===== src/rtl/hm01b0_capture_ctrl.sv =====
// HM01B0 4-bit capture sequencer: frame-aligned arming, nibble packing, linear frame-buffer writes, end-of-frame status.
// Optional 2x subsampling under HM01B0_CAPTURE_DECIMATE_EN.
module hm01b0_capture_ctrl #(
  parameter int WIDTH  = 324,
  parameter int HEIGHT = 244,
  parameter int ADDR_W = 17
) (
  input  logic              hm01b0_pixclk,
  input  logic              reset,
  input  logic [3:0]        pixdata,
  input  logic              hsync,
  input  logic              vsync,
  input  logic              arm,
  input  logic              continuous,
  output logic              wr_en,
  output logic [ADDR_W-1:0] wr_addr,
  output logic [7:0]        wr_data,
  output logic              busy,
  output logic              frame_done,
  output logic              frame_err,
  output logic [15:0]       line_count,
  output logic [15:0]       last_line_len
);

`ifdef HM01B0_CAPTURE_DECIMATE_EN
  localparam int  LIMIT = (WIDTH / 2) * (HEIGHT / 2);
  localparam bit  DECIM = 1'b1;
`else
  localparam int  LIMIT = WIDTH * HEIGHT;
  localparam bit  DECIM = 1'b0;
`endif
  localparam logic [ADDR_W:0] LIMIT_V  = LIMIT[ADDR_W:0];
  localparam logic [15:0]     WIDTH_V  = WIDTH[15:0];
  localparam logic [15:0]     HEIGHT_V = HEIGHT[15:0];

  typedef enum logic [2:0] {IDLE, SYNC, WAIT_FRAME, CAPTURE, DONE} state_t;

  state_t          state, state_nxt;
  logic            hsync_q;
  logic            phase;
  logic [3:0]      nib_hi;
  logic [ADDR_W:0] wr_cnt;
  logic [15:0]     line_cnt;
  logic [15:0]     line_bytes;
  logic [15:0]     last_len_int;
  logic            err_acc;

  logic start, pix_vld, byte_done, line_end, keep, room;

  function automatic logic [15:0] sat_inc(input logic [15:0] v);
    return (v == 16'hFFFF) ? v : v + 16'd1;
  endfunction

  always_comb begin
    state_nxt = state;
    case (state)
      IDLE:       if (arm) state_nxt = SYNC;
      SYNC:       if (!vsync) state_nxt = WAIT_FRAME;
      WAIT_FRAME: if (vsync) state_nxt = CAPTURE;
      CAPTURE:    if (!vsync) state_nxt = DONE;
      DONE:       state_nxt = (continuous && arm) ? SYNC : IDLE;
      default:    state_nxt = IDLE;
    endcase
  end

  assign busy       = (state != IDLE);
  assign frame_done = (state == DONE);

  assign start     = (state == WAIT_FRAME) && vsync;
  assign pix_vld   = (state == CAPTURE) && vsync && hsync;
  assign byte_done = pix_vld && phase;
  assign line_end  = (state == CAPTURE) && hsync_q && !hsync;
  // Subsampling keeps even lines and even byte columns of each line.
  assign keep      = DECIM ? (!line_cnt[0] && !line_bytes[0]) : 1'b1;
  assign room      = (wr_cnt < LIMIT_V);

  always_ff @(posedge hm01b0_pixclk) begin
    if (!reset) begin
      state         <= IDLE;
      hsync_q       <= 1'b0;
      phase         <= 1'b0;
      nib_hi        <= '0;
      wr_cnt        <= '0;
      line_cnt      <= '0;
      line_bytes    <= '0;
      last_len_int  <= '0;
      err_acc       <= 1'b0;
      wr_en         <= 1'b0;
      wr_addr       <= '0;
      wr_data       <= '0;
      frame_err     <= 1'b0;
      line_count    <= '0;
      last_line_len <= '0;
    end else begin
      state   <= state_nxt;
      hsync_q <= hsync;
      wr_en   <= 1'b0;
      if (start) begin
        phase         <= 1'b0;
        wr_cnt        <= '0;
        wr_addr       <= '0;
        line_cnt      <= '0;
        line_bytes    <= '0;
        last_len_int  <= '0;
        err_acc       <= 1'b0;
        frame_err     <= 1'b0;
        line_count    <= '0;
        last_line_len <= '0;
      end else if (state == CAPTURE) begin
        if (pix_vld) begin
          phase <= ~phase;
          if (!phase) nib_hi <= pixdata;
        end
        if (byte_done) begin
          line_bytes <= sat_inc(line_bytes);
          if (keep) begin
            if (room) begin
              wr_en   <= 1'b1;
              wr_addr <= wr_cnt[ADDR_W-1:0];
              wr_data <= {nib_hi, pixdata};
              wr_cnt  <= wr_cnt + 1'b1;
            end else begin
              err_acc <= 1'b1;
            end
          end
        end
        // A line close also discards any dangling high nibble.
        if (line_end) begin
          line_cnt     <= sat_inc(line_cnt);
          last_len_int <= line_bytes;
          line_bytes   <= '0;
          phase        <= 1'b0;
          if (phase || (line_bytes != WIDTH_V)) err_acc <= 1'b1;
        end
      end
      if (state == DONE) begin
        line_count    <= line_cnt;
        last_line_len <= last_len_int;
        frame_err     <= err_acc || (line_cnt != HEIGHT_V);
      end
    end
  end

endmodule


===== config.mk =====
export PLATFORM = sky130hd
export DESIGN_NAME = hm01b0_capture_ctrl
export DESIGN_NICKNAME = d
export VERILOG_FILES = /design/src/rtl/hm01b0_capture_ctrl.sv
export SDC_FILE = /design/constraint.sdc
export NUM_CORES = 1
export LEC_CHECK = 0
export BUFFER_PORTS_ARGS = -buffer_cell sky130_fd_sc_hd__buf_2
export CELL_PAD_IN_SITES_DETAIL_PLACEMENT = 1
export CELL_PAD_IN_SITES_GLOBAL_PLACEMENT = 1
export CORE_MARGIN = 2
export CORE_UTILIZATION = 44
export DETAILED_ROUTE_END_ITERATION = 6
export GPL_TIMING_DRIVEN = 0
export PLACE_DENSITY_LB_ADDON = 0.15
export SLEW_MARGIN = 15
export SYNTH_ARGS = -nofsm -noshare
export SYNTH_HDL_FRONTEND = slang
export SYNTH_SLANG_ARGS = --single-unit

===== constraint.sdc =====
create_clock -name hm01b0_pixclk -period 2.5 [get_ports hm01b0_pixclk]
set_input_delay 0.125 -clock hm01b0_pixclk [delete_from_list [all_inputs] [get_ports hm01b0_pixclk]]
set_output_delay 0.125 -clock hm01b0_pixclk [all_outputs]
set_load 0.03 [all_outputs]

==> insert_results.sql, run 1 <==
INSERT INTO impl_metrics (metric_group, metric, value, unit) VALUES
('floorplan', 'placementRows', '40', ''),
('synthesis', 'synthesis.instances', '609', ''),
('routing', 'drt_first_iter_violations', '230', ''),
('placement', 'place.detailed.hpwl', '10500', 'um'),
('clock_network', 'clock_tree.root_cell', 'clkbuf_16', ''),
('synthesis', 'syn_avg_cell_area', '9.06', 'um2'),
('worst_setup_path', 'worst_ep_arrival_time', '2.21', 'ns'),
('global_route', 'grt_use_total', '0.239', ''),
('clock_network', 'tritoncts.num_buffers', '17', ''),
('finish', 'area.growth.synth_to_final', '24.6', '%'),
('finish', 'finish.utilization', '0.567', ''),
('timing', 'fmaxAchievable', '428', 'MHz'),
('min_path', 'worstHoldEndpoint', 'last_len_int[3]', ''),
('finish', 'count_of_antenna_diodes_in_the_layout', '0', ''),
('finish', 'final_net_count', '724', ''),
('timing', 'finalCritPeriodShare', '0.935', ''),
('finish', 'share_of_post_route_cells_with_drive_strength_above_1', '0.181', ''),
('worst_setup_path', 'critPathSlowestCell', 'clkbuf_1', ''),
('timing', 'setup_viol_count_final', '0', ''),
('synthesis', 'yosysTopAreaCell', 'dfxtp_1', ''),
('clock_network', 'cts.htree.levels', '4', ''),
('routing', 'detail-route-antenna-nets', '0', ''),
('timing', 'tightestPinTransition', '0.909', 'ns'),
('synthesis', 'synthDominantCellAreaShare', '0.490', ''),
('worst_setup_path', 'timing.critical_path.from_type', 'register', ''),
('clock_network', 'max-clock-path-buffers', '2', ''),
('power', 'max-vdd-ir-drop', '0.000449', 'V'),
('floorplan', 'ios', '71', ''),
('worst_setup_path', 'critPathKind', 'register to output pin', ''),
('synthesis', 'number_of_enable_type_register_cells_in_the_synthesized_netlist', '0', ''),
('routing', 'drt-total-wl', '15100', 'um'),
('synthesis', 'synth_sequential_area_ratio', '0.490', ''),
('worst_setup_path', 'cp_num_buf_inv', '4', ''),
('timing', 'final_number_of_hold_violating_endpoints', '0', ''),
('synthesis', 'synth_async_sr_flop_share', '0', ''),
('worst_setup_path', 'critPathMaxFanout', '10', ''),
('global_route', 'grt_antenna_before_repair', '0', ''),
('worst_setup_path', 'path_cells', 'clkbuf_1 > and2_1 > clkbuf_1 > clkbuf_2 > buf_2', ''),
('floorplan', 'floorplan.initialDensity', '0.455', ''),
('worst_setup_path', 'timing.rr.end', 'line_bytes[9]', ''),
('placement', 'routability_congestion_estimate_from_global_placement', '0.854', ''),
('floorplan', 'die_w', '116', 'um'),
('synthesis', 'synth.net_count', '624', ''),
('worst_setup_path', 'r2r_start', 'line_bytes[1]', ''),
('timing', 'min_period', '2.34', 'ns'),
('timing', 'timing.slew.headroom', '0.389', ''),
('global_route', 'overflow', '0', ''),
('timing', 'setup_total_negative_slack', '0', 'ns'),
('synthesis', 'synthDistinctLibCells', '54', ''),
('synthesis', 'yosysMostFrequentCell', 'dfxtp_1', ''),
('outcome', 'status', 'finished, final reports clean', ''),
('routing', 'wire_per_inst', '17.0', 'um'),
('timing', 'grt_setup_unrepaired', 'no', ''),
('power', 'cellPowerDensity', '755', 'nW/um2'),
('clock_network', 'tritoncts_clock_tree', 'done', ''),
('synthesis', 'synthTopCellsByCount', '135 x dfxtp_1, 109 x nor2_1, 56 x nand2_1, 33 x a22oi_1, 31 x mux2i_1', ''),
('synthesis', 'synth.ff_latch_count', '135', ''),
('min_path', 'min_delay_path_depth', '2', ''),
('worst_setup_path', 'r2r_setup_slack', '0.23', 'ns'),
('run', 'drv_cap', '0', ''),
('routing', 'dr.pass1.iters', '5', ''),
('synthesis', 'yosys-top-cells-area', 'dfxtp_1 49%, nor2_1 7.4%, mux2i_1 5.6%', ''),
('synthesis', 'post_synth_design_cell_area', '5520', 'um2'),
('routing', 'post_drt_via_cell_ratio', '5.44', ''),
('global_route', 'grt_pass1_vias', '4896', ''),
('worst_setup_path', 'timing.reg2reg.worst_path_depth', '6', ''),
('clock_network', 'numClockSinks', '135', ''),
('floorplan', 'core-area', '12100', 'um2'),
('worst_setup_path', 'critical_path_depth', '5', ''),
('routing', 'drt_drc_violations_left', '0', ''),
('power', 'total_leakage_power', '2.91', 'nW');
[cell usage in the layout, fill, tap and decap left out, types with 17 or more instances in the layout]
| master | n |
|---|---|
| dfxtp_1 | 135 |
| a21oi_1 | 26 |
| xor2_1 | 21 |
| clkbuf_16 | 17 |
| nand4_1 | 21 |
| a22oi_1 | 33 |
| nand3_1 | 21 |
| nand2_1 | 56 |
| nor2_1 | 109 |
| clkbuf_1 | 19 |
| buf_2 | 75 |
| mux2i_1 | 31 |
[cell families (layout without fill, tap and decap cells)]
logic type / after synthesis / after routing / synth area share
buffers and inverters: 44 / 157 / 0.0361
xor gates and xnor gates: 32 / 32 / 0.0508
and+or+nand+nor: 275 / 275 / 0.247
adders and majority gates: 5 / 5 / 0.0113
DFF: 135 / 135 / 0.490
AOI/OAI and AO/OA: 87 / 87 / 0.109
muxes: 31 / 31 / 0.0563
[worst min-delay path: stages (launching register included)]
cell and delay, ns:
dfxtp_1 0.31, nand2_1 0.05, a21oi_1 0.05
[worst max-delay path by stage]
stage | startpoint | end | slack, ns
2_1_floorplan | line_bytes[0] | line_bytes[9] | 0.69
3_3_place_gp | state[1] | line_cnt[8] | 0.15
3_5_place_dp | state[1] | wr_addr[14] | 0.14
4_1_cts | state[2] | frame_done | 0.02
5_1_grt | line_bytes[1] | line_bytes[9] | 0.05
6_report | state[2] | frame_done | 0.16
[power breakdown]
group          switching [mW]  internal (mW)  total (mW)
clock                   0.956           1.92        2.88
combinational           0.108         0.0461       0.154
sequential            0.00217           2.16        2.16
[through the flow]
step | cell area (um2) | worst slack (ns) | power (mW) | hold WS [ns] | instances
finish | 6870 | 0.163 | 5.19 | 0.461 | 890
CTS | 6870 | 0.0156 | 5.22 | 0.464 | 890
global placement | 6080 | 0.146 | 2.34 | 0.374 | 847
global route | 6870 | 0.0477 | 5.35 | 0.484 | 890
floorplan | 5520 | 0.687 | 2.29 | 0.203 | 609
detailed placement | 6080 | 0.138 | 2.34 | 0.396 | 847
[what timing repair did]
item / in CTS / in global routing
setup endpoints to repair: 0 / 42
gates resized for setup: 0 / 11
endpoints found under the hold margin: 11 / 0
hold buffers: 11 / 0
[registers in the layout, indices dropped and copies added (netlist names), 4 cells and up]
name and count:
wr_addr 17, last_line_len 16, wr_cnt 18, wr_data 8
line_bytes 16, line_count 16, line_cnt 16, last_len_int 16
nib_hi 4
[routing by layer]
layer / vias to the layer above / share of wire / global-route usage
li1: 2347 / - / -
met1: 2384 / 0.45 / 0.299
met2: 99 / 0.49 / 0.406
met3: 16 / 0.040 / 0.0607
met4: 0 / 0.013 / 0.0722
met5: - / 0 / 0
[cell type report]
cell class	instances	area, um2
Clock buffer	20	457
Fill cell	1432	5240
Inverter	10	37.5
Tap cell	168	210
Multi-Input combinational cell	430	2610
Sequential cell	135	2700
Timing Repair Buffer	81	460
Buffer	34	168
Clock inverter	12	223
Note: power is estimated with default switching activity, not from simulation.
==> run 2: changes to the inputs <==
--- a/config.mk
+++ b/config.mk
@@ -5,7 +5,7 @@
 export SDC_FILE = /design/constraint.sdc
 export NUM_CORES = 1
 export LEC_CHECK = 0
-export BUFFER_PORTS_ARGS = -buffer_cell sky130_fd_sc_hd__buf_2
+export BUFFER_PORTS_ARGS = -buffer_cell sky130_fd_sc_hd__clkbuf_2
 export CELL_PAD_IN_SITES_DETAIL_PLACEMENT = 1
 export CELL_PAD_IN_SITES_GLOBAL_PLACEMENT = 1
 export CORE_MARGIN = 2
@@ -13,6 +13,7 @@
 export DETAILED_ROUTE_END_ITERATION = 6
 export GPL_TIMING_DRIVEN = 0
 export PLACE_DENSITY_LB_ADDON = 0.15
+export SETUP_SLACK_MARGIN = 0.2
 export SLEW_MARGIN = 15
 export SYNTH_ARGS = -nofsm -noshare
 export SYNTH_HDL_FRONTEND = slang
==> run 2 against run 1 <==
- combinational power barely moved
- final cell count fell by 0.11%
- sequential share of layout area grew 0.34 points
- global-route usage up 0.081 points
- sequential cell count unchanged
- design area is 0.86% lower
==> insert_results.sql, run 2 (synthesis gave the netlist of run 1 again) <==
INSERT INTO impl_metrics (metric_group, metric, value, unit) VALUES
('placement', 'placement.io_buffers', '70', ''),
('power', 'total_leakage_power', '2.84', 'nW'),
('timing', 'fmaxAchievable', '452', 'MHz'),
('worst_setup_path', 'critical_path_required_time', '2.38', 'ns'),
('timing', 'timing.slew.headroom', '0.492', ''),
('clock_network', 'register_clock_pin_slew_on_the_reported_worst_setup_and_hold_paths', '0.06', 'ns'),
('timing', 'finalCritPeriodShare', '0.886', ''),
('placement', 'routability_congestion_estimate_from_global_placement', '0.855', ''),
('floorplan', 'ios', '71', ''),
('timing', 'final_number_of_hold_violating_endpoints', '0', ''),
('floorplan', 'die_w', '116', 'um'),
('clock_network', 'clock_tree.root_cell', 'clkbuf_16', ''),
('finish', 'area.growth.synth_to_final', '23.5', '%'),
('routing', 'vias', '4848', ''),
('global_route', 'maximum_number_of_pins_on_one_net_before_global_route_repair', '17', ''),
('timing', 'setup_viol_count_final', '0', ''),
('timing', 'grt_setup_unrepaired', 'yes', ''),
('global_route', 'grt_pass1_wl', '25000', 'um'),
('routing', 'dr.pass1.iters', '4', ''),
('placement', 'postPlaceCellArea', '6080', 'um2'),
('routing', 'post_drt_via_cell_ratio', '5.45', ''),
('run', 'drv_cap', '0', ''),
('floorplan', 'core-area', '12100', 'um2'),
('worst_setup_path', 'critPathKind', 'register to output pin', ''),
('timing', 'final-max-slew-violation-count', '0', ''),
('floorplan', 'dieHeight', '116', 'um'),
('finish', 'largest-register', 'wr_cnt', ''),
('clock_network', 'cts.htree.levels', '4', ''),
('clock_network', 'latest_clock_arrival_within_the_worst_skew_pair', '0.42', 'ns'),
('clock_network', 'postCtsSetupBuffers', '0', ''),
('finish', 'final_cell_area_excluding_filler_cells', '6810', 'um2'),
('worst_setup_path', 'crit_top_cell', 'clkbuf_2', ''),
('clock_network', 'tritoncts_clock_tree', 'done', ''),
('worst_setup_path', 'critPathMaxFanout', '10', ''),
('finish', 'final_net_count', '723', ''),
('finish', 'most-common-layout-cells', '135 x dfxtp_1, 107 x nor2_1, 78 x clkbuf_2, 56 x nand2_1, 33 x a22oi_1', ''),
('timing', 'min_period', '2.21', 'ns'),
('finish', 'count_of_antenna_diodes_in_the_layout', '0', ''),
('power', 'cellPowerDensity', '720', 'nW/um2'),
('power', 'max-vdd-ir-drop', '0.000485', 'V'),
('worst_setup_path', 'worst_ep_arrival_time', '2.09', 'ns'),
('worst_setup_path', 'critical_path.endpoint_type', 'output pin', ''),
('worst_setup_path', 'slowest_delay', '0.31', 'ns'),
('global_route', 'grt_use_total', '0.240', ''),
('floorplan', 'floorplan.initialDensity', '0.455', ''),
('timing', 'setup_total_negative_slack', '0', 'ns'),
('worst_setup_path', 'timing.critical_path.from_type', 'register', ''),
('clock_network', 'max-clock-path-buffers', '2', ''),
('min_path', 'worst_hold_path_type', 'register to register', ''),
('routing', 'drt_first_iter_violations', '300', ''),
('worst_setup_path', 'critPathSlowestCell', 'clkbuf_2', ''),
('placement', 'place.detailed.hpwl', '10500', 'um'),
('timing', 'tightestPinTransition', '0.755', 'ns'),
('global_route', 'grt_antenna_before_repair', '0', ''),
('clock_network', 'numClockSinks', '135', ''),
('routing', 'detail-route-antenna-nets', '0', ''),
('finish', 'reg_top3', 'wr_cnt x18, wr_addr x17', ''),
('routing', 'wire_per_inst', '17.2', 'um'),
('outcome', 'status', 'finished, final reports clean', ''),
('finish', 'max_ffs_per_register', '18', ''),
('worst_setup_path', 'path_cells', 'buf_2 > nor2_1 > and2_1 > clkbuf_1 > clkbuf_2 > clkbuf_2', ''),
('global_route', 'overflow', '0', ''),
('clock_network', 'tritoncts.num_buffers', '17', ''),
('floorplan', 'placementRows', '40', ''),
('routing', 'drt_drc_violations_left', '0', ''),
('finish', 'layout.cells.most_common', 'dfxtp_1', ''),
('floorplan', 'fp.dieArea', '13400', 'um2'),
('timing', 'worst_clock_skew', '0.00634', 'ns'),
('routing', 'drt-total-wl', '15300', 'um'),
('global_route', 'grt_pass1_vias', '4875', ''),
('finish', 'share_of_post_route_cells_with_drive_strength_above_1', '0.189', '');
run 2: metal layers:
metal | GRT usage | up-vias | part of all wire
li1 | - | 2349 | -
met1 | 0.312 | 2373 | 0.47
met2 | 0.382 | 97 | 0.47
met3 | 0.0554 | 29 | 0.032
met4 | 0.103 | 0 | 0.023
met5 | 0 | - | 0
run 2: worst paths after layout:
check / from / endpoint / cells past startpoint / slack (ns)
max: state[0] / frame_done / 6 / 0.29
max reg2reg: line_bytes[0] / line_bytes[10] / 6 / 0.33
min: last_len_int[13] / last_len_int[13] / 2 / 0.46
min reg2reg: last_len_int[13] / last_len_int[13] / 2 / 0.46
run 2: worst max-delay path: cells and delay by family, from the launching register on:
family / cells / cell delay (ns)
AND/OR/NAND/NOR: 2 / 0.35
buffers and inverters: 4 / 1.00
flip-flops: 1 / 0.30
run 2: what timing repair did:
action | CTS | global route
endpoints found under the hold margin | 11 | 0
hold buffers | 10 | 0
resized for setup | 5 | 9
gates cloned | 0 | 0
setup endpoints to repair | 43 | 44
run 2: stage by stage:
step / setup slack (ns) / power (mW) / cells / hold WS [ns] / utilization
after floorplan: 0.687 / 2.29 / 609 / 0.203 / -
after global placement: 0.151 / 2.34 / 847 / 0.376 / 0.502
after detailed placement: 0.0988 / 2.34 / 847 / 0.384 / 0.502
after CTS: 0.223 / 4.94 / 889 / 0.463 / 0.561
after global routing: 0.136 / 5.07 / 889 / 0.492 / 0.563
final: 0.285 / 4.90 / 889 / 0.463 / 0.563
run 2: area by class of cell:
type | count | area [um2]
Fill cell | 1448 | 5300
Clock buffer | 18 | 439
Buffer | 34 | 170
Sequential cell | 135 | 2700
Timing Repair Buffer | 80 | 450
Clock inverter | 14 | 175
Inverter | 10 | 37.5
Tap cell | 168 | 210
Multi-Input combinational cell | 430 | 2630
run 2: power by group:
part / leakage [nW] / total (mW) / internal [mW] / switching [mW]
logic: 1.46 / 0.157 / 0.0461 / 0.111
clock network: 0.293 / 2.59 / 1.60 / 0.984
registers: 1.09 / 2.16 / 2.16 / 0.00232
total: 2.84 / 4.90 / 3.80 / 1.10
==> run 3: changes to the inputs <==
==> constraint.sdc (replaced) <==
create_clock -name hm01b0_pixclk -period 2.3 [get_ports hm01b0_pixclk]
set_input_delay 0.115 -clock hm01b0_pixclk [delete_from_list [all_inputs] [get_ports hm01b0_pixclk]]
set_output_delay 0.115 -clock hm01b0_pixclk [all_outputs]
set_load 0.03 [all_outputs]
==> run 3 against run 2 <==
- critical path depth unchanged
- sequential cell count unchanged
- via count increased by 0.10%
- critical path type is now register to register
- critical endpoint is now nib_hi[0]
- largest cell class unchanged
- highest routed layer unchanged
==> insert_results.sql, run 3 (synthesis gave the netlist of run 1 again) <==
INSERT INTO impl_metrics (metric_group, metric, value, unit) VALUES
('run', 'drv_cap', '0', ''),
('worst_setup_path', 'critical_path.endpoint_type', 'register', ''),
('floorplan', 'ios', '71', ''),
('timing', 'fmaxAchievable', '486', 'MHz'),
('finish', 'max_ffs_per_register', '18', ''),
('placement', 'placement.io_buffers', '70', ''),
('power', 'total_leakage_power', '2.86', 'nW'),
('worst_setup_path', 'critical_path_required_time', '2.59', 'ns'),
('clock_network', 'clock_tree.root_cell', 'clkbuf_16', ''),
('power', 'p_sw', '1.20', 'mW'),
('finish', 'nFillCells', '1443', ''),
('finish', 'sequential_cell_area', '2700', 'um2'),
('finish', 'count_of_antenna_diodes_in_the_layout', '0', ''),
('worst_setup_path', 'timing.reg2reg.worst_path_depth', '6', ''),
('global_route', 'grt_antenna_before_repair', '0', ''),
('clock_network', 'cts.htree.levels', '4', ''),
('worst_setup_path', 'path_cells', 'buf_2 > nand3_2 > or3b_2 > nor2_2 > mux2i_1 > nor2_1', ''),
('placement', 'place.detailed.hpwl', '10500', 'um'),
('finish', 'reg_top3', 'wr_cnt x18, wr_addr x17', ''),
('floorplan', 'die_w', '116', 'um'),
('power', 'clock_power_share', '0.528', ''),
('power', 'power.share.sequential', '0.440', ''),
('clock_network', 'numClockSinks', '135', ''),
('clock_network', 'tritoncts_clock_tree', 'done', ''),
('timing', 'grt_setup_unrepaired', 'yes', ''),
('worst_setup_path', 'critPathMaxFanout', '10', ''),
('global_route', 'grt_pass1_wl', '25000', 'um'),
('worst_setup_path', 'critPathSlowestCell', 'or3b_2', ''),
('routing', 'vias', '4853', ''),
('floorplan', 'fp.dieArea', '13400', 'um2'),
('worst_setup_path', 'critical_path_depth', '6', ''),
('global_route', 'maximum_number_of_pins_on_one_net_before_global_route_repair', '17', ''),
('timing', 'tightestPinTransition', '0.610', 'ns'),
('power', 'cellPowerDensity', '777', 'nW/um2'),
('timing', 'timing.slew.headroom', '0.590', ''),
('clock_network', 'max-clock-path-buffers', '2', ''),
('routing', 'drt_first_iter_violations', '296', ''),
('finish', 'area.growth.synth_to_final', '24.5', '%'),
('placement', 'place_worst_setup_slack', '-0.101', 'ns'),
('floorplan', 'placementRows', '40', ''),
('clock_network', 'tritoncts.num_buffers', '17', ''),
('floorplan', 'floorplan.initialDensity', '0.455', ''),
('finish', 'multi_input_comb_area', '2650', 'um2'),
('clock_network', 'register_clock_pin_slew_on_the_reported_worst_setup_and_hold_paths', '0.06', 'ns'),
('routing', 'drt-total-wl', '15300', 'um'),
('timing', 'timing.final.ws_setup', '0.243', 'ns'),
('global_route', 'grt_pass1_vias', '4891', ''),
('floorplan', 'core-area', '12100', 'um2'),
('global_route', 'grt_use_total', '0.240', ''),
('routing', 'detail-route-antenna-nets', '0', ''),
('timing', 'min_period', '2.06', 'ns'),
('power', 'report.power.total', '5.34', 'mW'),
('power', 'comb_power_share', '0.033', ''),
('routing', 'post_drt_via_cell_ratio', '5.44', ''),
('worst_setup_path', 'slowest_delay', '0.55', 'ns'),
('finish', 'layout.cells.most_common', 'dfxtp_1', ''),
('finish', 'finish.utilization', '0.567', ''),
('min_path', 'worst_hold_path_type', 'register to register', ''),
('worst_setup_path', 'worst_path_dominant_cell_family', 'simple AND/OR/NAND/NOR gates', ''),
('min_path', 'min_delay_path_depth', '2', ''),
('routing', 'dr.pass1.iters', '5', ''),
('power', 'p_int', '4.14', 'mW'),
('finish', 'most-common-layout-cells', '135 x dfxtp_1, 105 x nor2_1, 81 x clkbuf_2, 55 x nand2_1, 33 x a22oi_1', ''),
('timing', 'worst_clock_skew', '0.00615', 'ns'),
('timing', 'holdWs', '0.462', 'ns'),
('timing', 'finalCritPeriodShare', '0.894', ''),
('timing', 'final_number_of_hold_violating_endpoints', '0', ''),
('outcome', 'status', 'finished, final reports clean', ''),
('timing', 'setup_viol_count_final', '0', ''),
('timing', 'final-max-slew-violation-count', '0', ''),
('finish', 'final_net_count', '726', ''),
('global_route', 'overflow', '0', ''),
('placement', 'routability_congestion_estimate_from_global_placement', '0.855', ''),
('finish', 'share_of_post_route_cells_with_drive_strength_above_1', '0.204', ''),
('finish', 'largest-register', 'wr_cnt', ''),
('routing', 'wire_per_inst', '17.2', 'um'),
('worst_setup_path', 'timing.critical_path.from_type', 'register', ''),
('worst_setup_path', 'cp_num_buf_inv', '1', ''),
('timing', 'setup_total_negative_slack', '0', 'ns'),
('power', 'max-vdd-ir-drop', '0.000528', 'V'),
('routing', 'drt_drc_violations_left', '0', ''),
('floorplan', 'dieHeight', '116', 'um'),
('worst_setup_path', 'worst_ep_arrival_time', '2.34', 'ns'),
('worst_setup_path', 'critPathKind', 'register to register', ''),
('clock_network', 'latest_clock_arrival_within_the_worst_skew_pair', '0.43', 'ns'),
('power', 'switching_share', '0.225', '');
==> run 3: cell type report <==
| class | count | area share |
|---|---|---|
| multi-input cells | 430 | 0.386 |
| plain buffers | 34 | 0.0259 |
| inverters | 10 | 0.00547 |
| clock inverters | 14 | 0.0255 |
| clock buffers | 18 | 0.0640 |
| repair buffers | 83 | 0.0689 |
| well taps | 168 | 0.0306 |
| flip-flops and latches | 135 | 0.394 |
==> run 3: per-layer routing <==
layer  GRT usage  vias to the layer above  wire length, um
met1       0.312                     2377             7110
met2       0.382                      101             7280
li1            -                     2346                -
met5           0                        -                0
met4       0.105                        0              396
met3      0.0565                       29              561
==> run 3: final timing paths <==
path	end	slack (ns)	start
max reg2reg	nib_hi[0]	0.24	state[0]
max	nib_hi[0]	0.24	state[0]
min	last_len_int[13]	0.46	last_len_int[13]
min reg2reg	last_len_int[13]	0.46	last_len_int[13]
==> run 3: power by group through the flow <==
stage	clock network [mW]	registers, mW	logic, mW
floorplan	0	2.40	0.0913
global placement	0	2.40	0.144
detailed placement	0	2.40	0.149
CTS	2.86	2.35	0.170
global route	2.98	2.35	0.191
finish	2.82	2.35	0.175
==> run 3: timing repair <==
action | 4_1_cts | 5_1_grt
hold buffers | 10 | 0
gates resized for setup | 13 | 12
buffers inserted | 0 | 3
hold endpoints to repair | 12 | 0
setup endpoints to repair | 71 | 91
pin swaps | 0 | 2
==> run 3: tightest hold or removal path, stage by stage (launching register included) <==
cell and delay (ns):
dfxtp_1 0.31, nand2_1 0.05, a21oi_1 0.05
==> run 3: stage by stage <==
step / cells / area, um2
after floorplan: 609 / 5520
after global placement: 847 / 6080
after detailed placement: 847 / 6080
after CTS: 889 / 6820
after global routing: 892 / 6870
final: 892 / 6870
